## src/rtl/fft_mag_peak.sv

```systemverilog
// fft_mag_peak
//   Sits behind the 64-point FFT and consumes its serial, natural-order bin
//   stream.
//   - For every accepted bin it emits the magnitude squared, re^2 + im^2, with
//     a fixed latency of two cycles.
//   - For every completed frame it reports the strongest bin one cycle after
//     that frame's last magnitude.
//   Ports:
//     clk, reset          rising-edge clock, asynchronous active-high reset
//     in_valid, in_sync   input bin qualifier; in_sync marks bin 0 of a frame
//     in_real, in_imag    signed Q1.14 bin value
//     mag_valid, mag      unsigned Q2.28 |X|^2 and its strobe
//     mag_bin             bin index travelling with mag
//     peak_valid          one-cycle pulse per completed frame
//     peak_bin, peak_mag  strongest bin of that frame (held until next pulse)
module fft_mag_peak #(
  parameter int N       = 64,
  parameter int W       = 16,
  parameter bit SKIP_DC = 1'b0,
  localparam int LOG2N  = $clog2(N)
) (
  input  logic                clk,
  input  logic                reset,
  input  logic                in_valid,
  input  logic                in_sync,
  input  logic signed [W-1:0] in_real,
  input  logic signed [W-1:0] in_imag,
  output logic                mag_valid,
  output logic [2*W-1:0]      mag,
  output logic [LOG2N-1:0]    mag_bin,
  output logic                peak_valid,
  output logic [LOG2N-1:0]    peak_bin,
  output logic [2*W-1:0]      peak_mag
);

  localparam logic [LOG2N-1:0] LAST_BIN = LOG2N'(N - 1);

  typedef enum logic {IDLE, RUN} state_e;

  // ---------------------------------------------------------------- input FSM
  state_e           state_q, state_d;
  logic [LOG2N-1:0] cnt_q, cnt_d;
  logic             accept;
  logic [LOG2N-1:0] bin_in;

  // A sync sample is always bin 0, so a sync mid-frame drops the partial frame
  // simply by restarting the count.
  assign accept = in_valid && (in_sync || state_q == RUN);
  assign bin_in = in_sync ? '0 : cnt_q;

  // NOTE: every signal written here gets its default first, so no path leaves
  // it unassigned and no latch is inferred.
  always_comb begin
    state_d = state_q;
    cnt_d   = cnt_q;
    if (accept) begin
      if (bin_in == LAST_BIN) begin
        state_d = IDLE;
        cnt_d   = '0;
      end else begin
        state_d = RUN;
        cnt_d   = bin_in + LOG2N'(1);
      end
    end
  end

  // NOTE: sequential state uses non-blocking assignments so every register
  // samples pre-edge values regardless of statement order.
  always_ff @(posedge clk or posedge reset) begin
    if (reset) begin
      state_q <= IDLE;
      cnt_q   <= '0;
    end else begin
      state_q <= state_d;
      cnt_q   <= cnt_d;
    end
  end

  // ------------------------------------------------------------ S1: squares
  // Both squares are non-negative and at most 2^30, so they fit 2W unsigned.
  logic signed [2*W-1:0] sq_re, sq_im;
  logic [2*W-1:0]        sq_re_q, sq_im_q;
  logic                  v1_q;
  logic [LOG2N-1:0]      bin1_q;

  assign sq_re = in_real * in_real;
  assign sq_im = in_imag * in_imag;

  // NOTE: the datapath registers are reset too, because every output must
  // read 0 while reset is held, not just the strobes.
  always_ff @(posedge clk or posedge reset) begin
    if (reset) begin
      v1_q    <= 1'b0;
      bin1_q  <= '0;
      sq_re_q <= '0;
      sq_im_q <= '0;
    end else begin
      v1_q <= accept;
      if (accept) begin
        bin1_q  <= bin_in;
        sq_re_q <= sq_re;
        sq_im_q <= sq_im;
      end
    end
  end

  // --------------------------------------------------------------- S2: sum
  // The worst case, 2^30 + 2^30, reaches exactly 2^31 and still fits.
  logic             mag_valid_q;
  logic [2*W-1:0]   mag_q;
  logic [LOG2N-1:0] mag_bin_q;

  always_ff @(posedge clk or posedge reset) begin
    if (reset) begin
      mag_valid_q <= 1'b0;
      mag_q       <= '0;
      mag_bin_q   <= '0;
    end else begin
      mag_valid_q <= v1_q;
      if (v1_q) begin
        mag_q     <= sq_re_q + sq_im_q;
        mag_bin_q <= bin1_q;
      end
    end
  end

  // ------------------------------------------------------------ peak search
  logic             frame_start, frame_end, cand;
  logic [2*W-1:0]   run_max_q, run_max_d;
  logic [LOG2N-1:0] run_bin_q, run_bin_d;
  logic             have_q, have_d;
  logic             peak_valid_q;
  logic [LOG2N-1:0] peak_bin_q, peak_bin_d;
  logic [2*W-1:0]   peak_mag_q, peak_mag_d;

  assign frame_start = mag_valid_q && (mag_bin_q == '0);
  assign frame_end   = mag_valid_q && (mag_bin_q == LAST_BIN);
  assign cand        = mag_valid_q && !(SKIP_DC && (mag_bin_q == '0));

  // Steps apply in order: a new frame re-arms the tracker, the current
  // magnitude may then take it (strict '>' keeps the lowest index on ties),
  // and a closing frame publishes the result and re-arms again.
  always_comb begin
    run_max_d  = run_max_q;
    run_bin_d  = run_bin_q;
    have_d     = have_q;
    peak_bin_d = peak_bin_q;
    peak_mag_d = peak_mag_q;
    if (frame_start) begin
      run_max_d = '0;
      run_bin_d = '0;
      have_d    = 1'b0;
    end
    if (cand && (!have_d || mag_q > run_max_d)) begin
      run_max_d = mag_q;
      run_bin_d = mag_bin_q;
      have_d    = 1'b1;
    end
    if (frame_end) begin
      peak_bin_d = run_bin_d;
      peak_mag_d = run_max_d;
      run_max_d  = '0;
      run_bin_d  = '0;
      have_d     = 1'b0;
    end
  end

  always_ff @(posedge clk or posedge reset) begin
    if (reset) begin
      run_max_q    <= '0;
      run_bin_q    <= '0;
      have_q       <= 1'b0;
      peak_valid_q <= 1'b0;
      peak_bin_q   <= '0;
      peak_mag_q   <= '0;
    end else begin
      run_max_q    <= run_max_d;
      run_bin_q    <= run_bin_d;
      have_q       <= have_d;
      peak_valid_q <= frame_end;
      peak_bin_q   <= peak_bin_d;
      peak_mag_q   <= peak_mag_d;
    end
  end

  assign mag_valid  = mag_valid_q;
  assign mag        = mag_q;
  assign mag_bin    = mag_bin_q;
  assign peak_valid = peak_valid_q;
  assign peak_bin   = peak_bin_q;
  assign peak_mag   = peak_mag_q;

endmodule

```

## config.mk

```make
export PLATFORM = sky130hd
export DESIGN_NAME = fft_mag_peak
export DESIGN_NICKNAME = d
export VERILOG_FILES = /design/src/rtl/fft_mag_peak.sv
export SDC_FILE = /design/constraint.sdc
export NUM_CORES = 2
export LEC_CHECK = 0
export ABC_AREA = 0
export ABC_CLOCK_PERIOD_IN_PS = 7500
export CAP_MARGIN = 20
export CORE_MARGIN = 8
export CORE_UTILIZATION = 46
export CTS_BUF_LIST = sky130_fd_sc_hd__clkbuf_8
export DETAILED_ROUTE_END_ITERATION = 12
export GPL_ROUTABILITY_DRIVEN = 1
export PLACE_DENSITY = 0.74
export SLEW_MARGIN = 15
export SYNTH_ARGS = -nofsm -noshare
export SYNTH_HDL_FRONTEND = slang
export SYNTH_SLANG_ARGS = --single-unit
export TNS_END_PERCENT = 50
```

## constraint.sdc

```tcl
create_clock -name clk -period 7.5 [get_ports clk]
set_clock_uncertainty 0.1 [all_clocks]
set_input_delay 1.875 -clock clk [delete_from_list [all_inputs] [get_ports clk]]
set_output_delay 1.875 -clock clk [all_outputs]
set_load 0.02 [all_outputs]
```

==> flow_metrics.env <==
export IMPL_status="finished, final reports clean"
export IMPL_synth_lib_cells_used_distinct=63
export IMPL_synth_seq_cells=193
export IMPL_grt_pass1_vias=22000
export IMPL_multi_input_area_um2=20000
export IMPL_hold_path_depth=2
export IMPL_synth_top_area_share_pct=34.6
export IMPL_synth_top_cells_by_count="inv_1 (673), fa_1 (469), nand2_1 (314)"
export IMPL_arrival_ns=7.57
export IMPL_synth_area_leader_cell="fa_1"
export IMPL_max_freq_ghz=0.137
export IMPL_clock_latency_ns=0.49
export IMPL_via_per_inst=5.00
export IMPL_postRouteAntennaNets=0
export IMPL_fp_dieW_um=259
export IMPL_grt_max_degree=144
export IMPL_cp_required_ns=7.75
export IMPL_cts_root_buffer="clkbuf_8"
export IMPL_finish_net_count=4071
export IMPL_path_common_cell="fa_1"
export IMPL_grt_usage_pct=18.6
export IMPL_htreeDepth=4
export IMPL_clockBufferDepth=2
export IMPL_cp_start_kind="input port"
export IMPL_die_y_um=259
export IMPL_min_period_ns=7.32
export IMPL_wl_um=62000
export IMPL_synth_fp_nets=3647
export IMPL_cts_tree="done"
export IMPL_die_area_um2=67100
export IMPL_drt_iter0_markers=1016
export IMPL_post_dp_hpwl_um=52200
export IMPL_slew_headroom_pct=26.9
export IMPL_wire_per_inst_um=15.1
export IMPL_slowest_delay_ns=0.54
export IMPL_yosysSeqAreaShare_pct=17.8
export IMPL_drc=0
export IMPL_slew_viol_final=0
export IMPL_path_clk_slew_ns=0.12
export IMPL_crit_path_top_delay_cell="fa_2"
export IMPL_rows=89
export IMPL_utilization_pct=56.1
export IMPL_synthArstFlopShare_pct=100
export IMPL_avgSynthCellArea_um2=9.36
export IMPL_netlist_top_cells_area="fa_1 (35%), dfrtp_1 (18%), ha_1 (11%), inv_1 (9.3%), nand2_1 (4.3%)"
export IMPL_r2r_slack_ns=2.66
export IMPL_vias=20600
export IMPL_synth_xor_area_share_pct=3.61
export IMPL_crit_fanout=12
export IMPL_hold_violations=0
export IMPL_start_util_pct=46.3
export IMPL_synth_compound_area_share_pct=8.55
export IMPL_areaGrowthSynthToFinish_pct=21.2
export IMPL_core_um2=58700
export IMPL_regArea_um2=4830
export IMPL_grt_pass1_wl_um=104000
export IMPL_ys_flop_type="dfrtp_1"
export IMPL_synth_top_family_by_area="adder cells"
export IMPL_drive_gt1_share_pct=18.2
export IMPL_synthAdderAreaFrac_pct=45.7
export IMPL_worstPathCellList="dlygate4sd2_1 -> buf_12 -> and2_1 -> fa_1 -> inv_1 -> fa_2 -> fa_2 -> fa_1 -> inv_1 -> fa_1 -> fa_1 -> ha_4 -> buf_4 -> nand4_1 -> o21bai_1 -> a311oi_2 -> o31a_1 -> o31ai_4 -> o41ai_2 -> o21ai_1 -> xnor2_1 -> o21ai_1"
export IMPL_yosys_cell_count_top_type="inv_1"
export IMPL_muxShareOfSynthArea_pct=2.31
export IMPL_fillers=4928
export IMPL_grt_overflow_total=0
export IMPL_fin_crit_sh_pct=97.6
export IMPL_cts_num_sinks=193
export IMPL_worstSetupEndpointType="flip-flop"
export IMPL_synth_edf_count=0
export IMPL_io_pin_count=114
export IMPL_setup_violations=0
export IMPL_first_pass_iters=5
export IMPL_hold_path_class="reg -> reg"
export IMPL_ys_warn_count=0
export IMPL_r2r_cells=13
export IMPL_worstSetupPathType="in -> reg"
export IMPL_max_slew_worst_pin_slew_ns=1.10
export IMPL_diodes=0
export IMPL_synthSimpleGateAreaFrac_pct=11.4
export IMPL_syn_inst=2901
export IMPL_gp_congestion=0.901
export IMPL_cap_violations=0
export IMPL_io_buffers=113
export IMPL_antenna_found_initial=0
export IMPL_cts_buffers=17
export IMPL_synth_area_um2=27200
[per-layer routing]
metal  vias to the layer above  wire length [um]  track usage, %
li1                       9741                 -               -
met1                     10300             26400            24.1
met2                       419             31900            33.3
met3                       112              2170            1.75
met4                         0              1570            4.97
met5                         -                 0               0
[through the flow]
stage / hold WS [ns] / area, um^2 / setup TNS, ns / worst slack [ns] / instances
detailed placement: 0.352 / 31700 / -16.95 / -0.809 / 4064
CTS: 0.373 / 32300 / 0 / 0.00158 / 4099
global placement: 0.348 / 31700 / -14.55 / -0.654 / 4064
global route: 0.398 / 32900 / -0.182 / -0.0583 / 4111
finish: 0.369 / 32900 / 0 / 0.180 / 4111
floorplan: 0.252 / 27200 / 0 / 0.00182 / 2901
[path summary, 6_finish.rpt]
kind                              from            end
setup / recovery           in_imag[10]    sq_im_q[31]
min in group asynchronous        reset    peak_bin[1]
max in group asynchronous        reset  run_max_q[31]
setup reg to reg            mag_bin[3]   peak_mag[30]
hold reg to reg              bin1_q[5]      bin1_q[5]
hold / removal               bin1_q[5]      bin1_q[5]
[layout make-up]
| cell class | count | area share (%) |
|---|---|---|
| Clock buffer | 17 | 0.711 |
| Clock inverter | 15 | 0.582 |
| Inverter | 674 | 7.73 |
| Multi-Input combinational cell | 1945 | 60.8 |
| Sequential cell | 193 | 14.7 |
| Tap cell | 773 | 2.94 |
| Timing Repair Buffer | 494 | 12.6 |
[critical path: cells and delay by family]
kind,cells,cell delay [ns]
adder cells (fa/ha/maj),7,3.23
AO/OA/AOI/OAI,7,1.31
buffers and inverters,5,0.67
AND/OR/NAND/NOR,2,0.30
XOR/XNOR,1,0.18
[layout by cell type (no fill, tap or decap), drive strengths merged, types with 12 or more instances in the layout]
master | synthesis | final
a21o | 41 | 41
a21oi | 118 | 118
and2 | 87 | 87
and3 | 12 | 12
buf | 9 | 381
clkbuf | 80 | 28
clkdlybuf4s50 | 0 | 84
dfrtp | 193 | 193
dlymetal6s2s | 0 | 14
fa | 469 | 469
ha | 241 | 241
inv | 673 | 680
mux2 | 38 | 38
mux2i | 15 | 15
nand2 | 314 | 314
nand2b | 12 | 12
nand3 | 27 | 27
nand4 | 15 | 15
nor2 | 175 | 175
nor2b | 14 | 14
nor3 | 23 | 23
o21a | 17 | 17
o21ai | 112 | 112
xnor2 | 73 | 73
xor2 | 39 | 39
[registers in the layout, indices dropped and copies added (netlist names), 6 cells and up]
register / cells
mag_bin: 6
peak_bin: 6
sq_im_q: 31
peak_mag: 32
cnt_q: 6
sq_re_q: 31
run_bin_q: 6
bin1_q: 6
run_max_q: 32
mag: 32
[what timing repair did]
item,in CTS,in global routing
pin swaps,19,108
cloned,0,2
hold buffers,0,0
buffers inserted,3,11
gates resized for setup,36,170
endpoints found under the setup margin,15,22
[cells by family (layout without fill, tap and decap cells)]
family / after synthesis / in the layout
AOI/OAI and AO/OA: 371 / 371
buffers and inverters: 763 / 1200
muxes: 53 / 53
adders and majority gates: 710 / 710
DFF: 193 / 193
xor gates and xnor gates: 112 / 112
and+or+nand+nor: 699 / 699
Power is not shown: default switching activity piles up to over one toggle a cycle in this logic, so the estimate is an artifact.
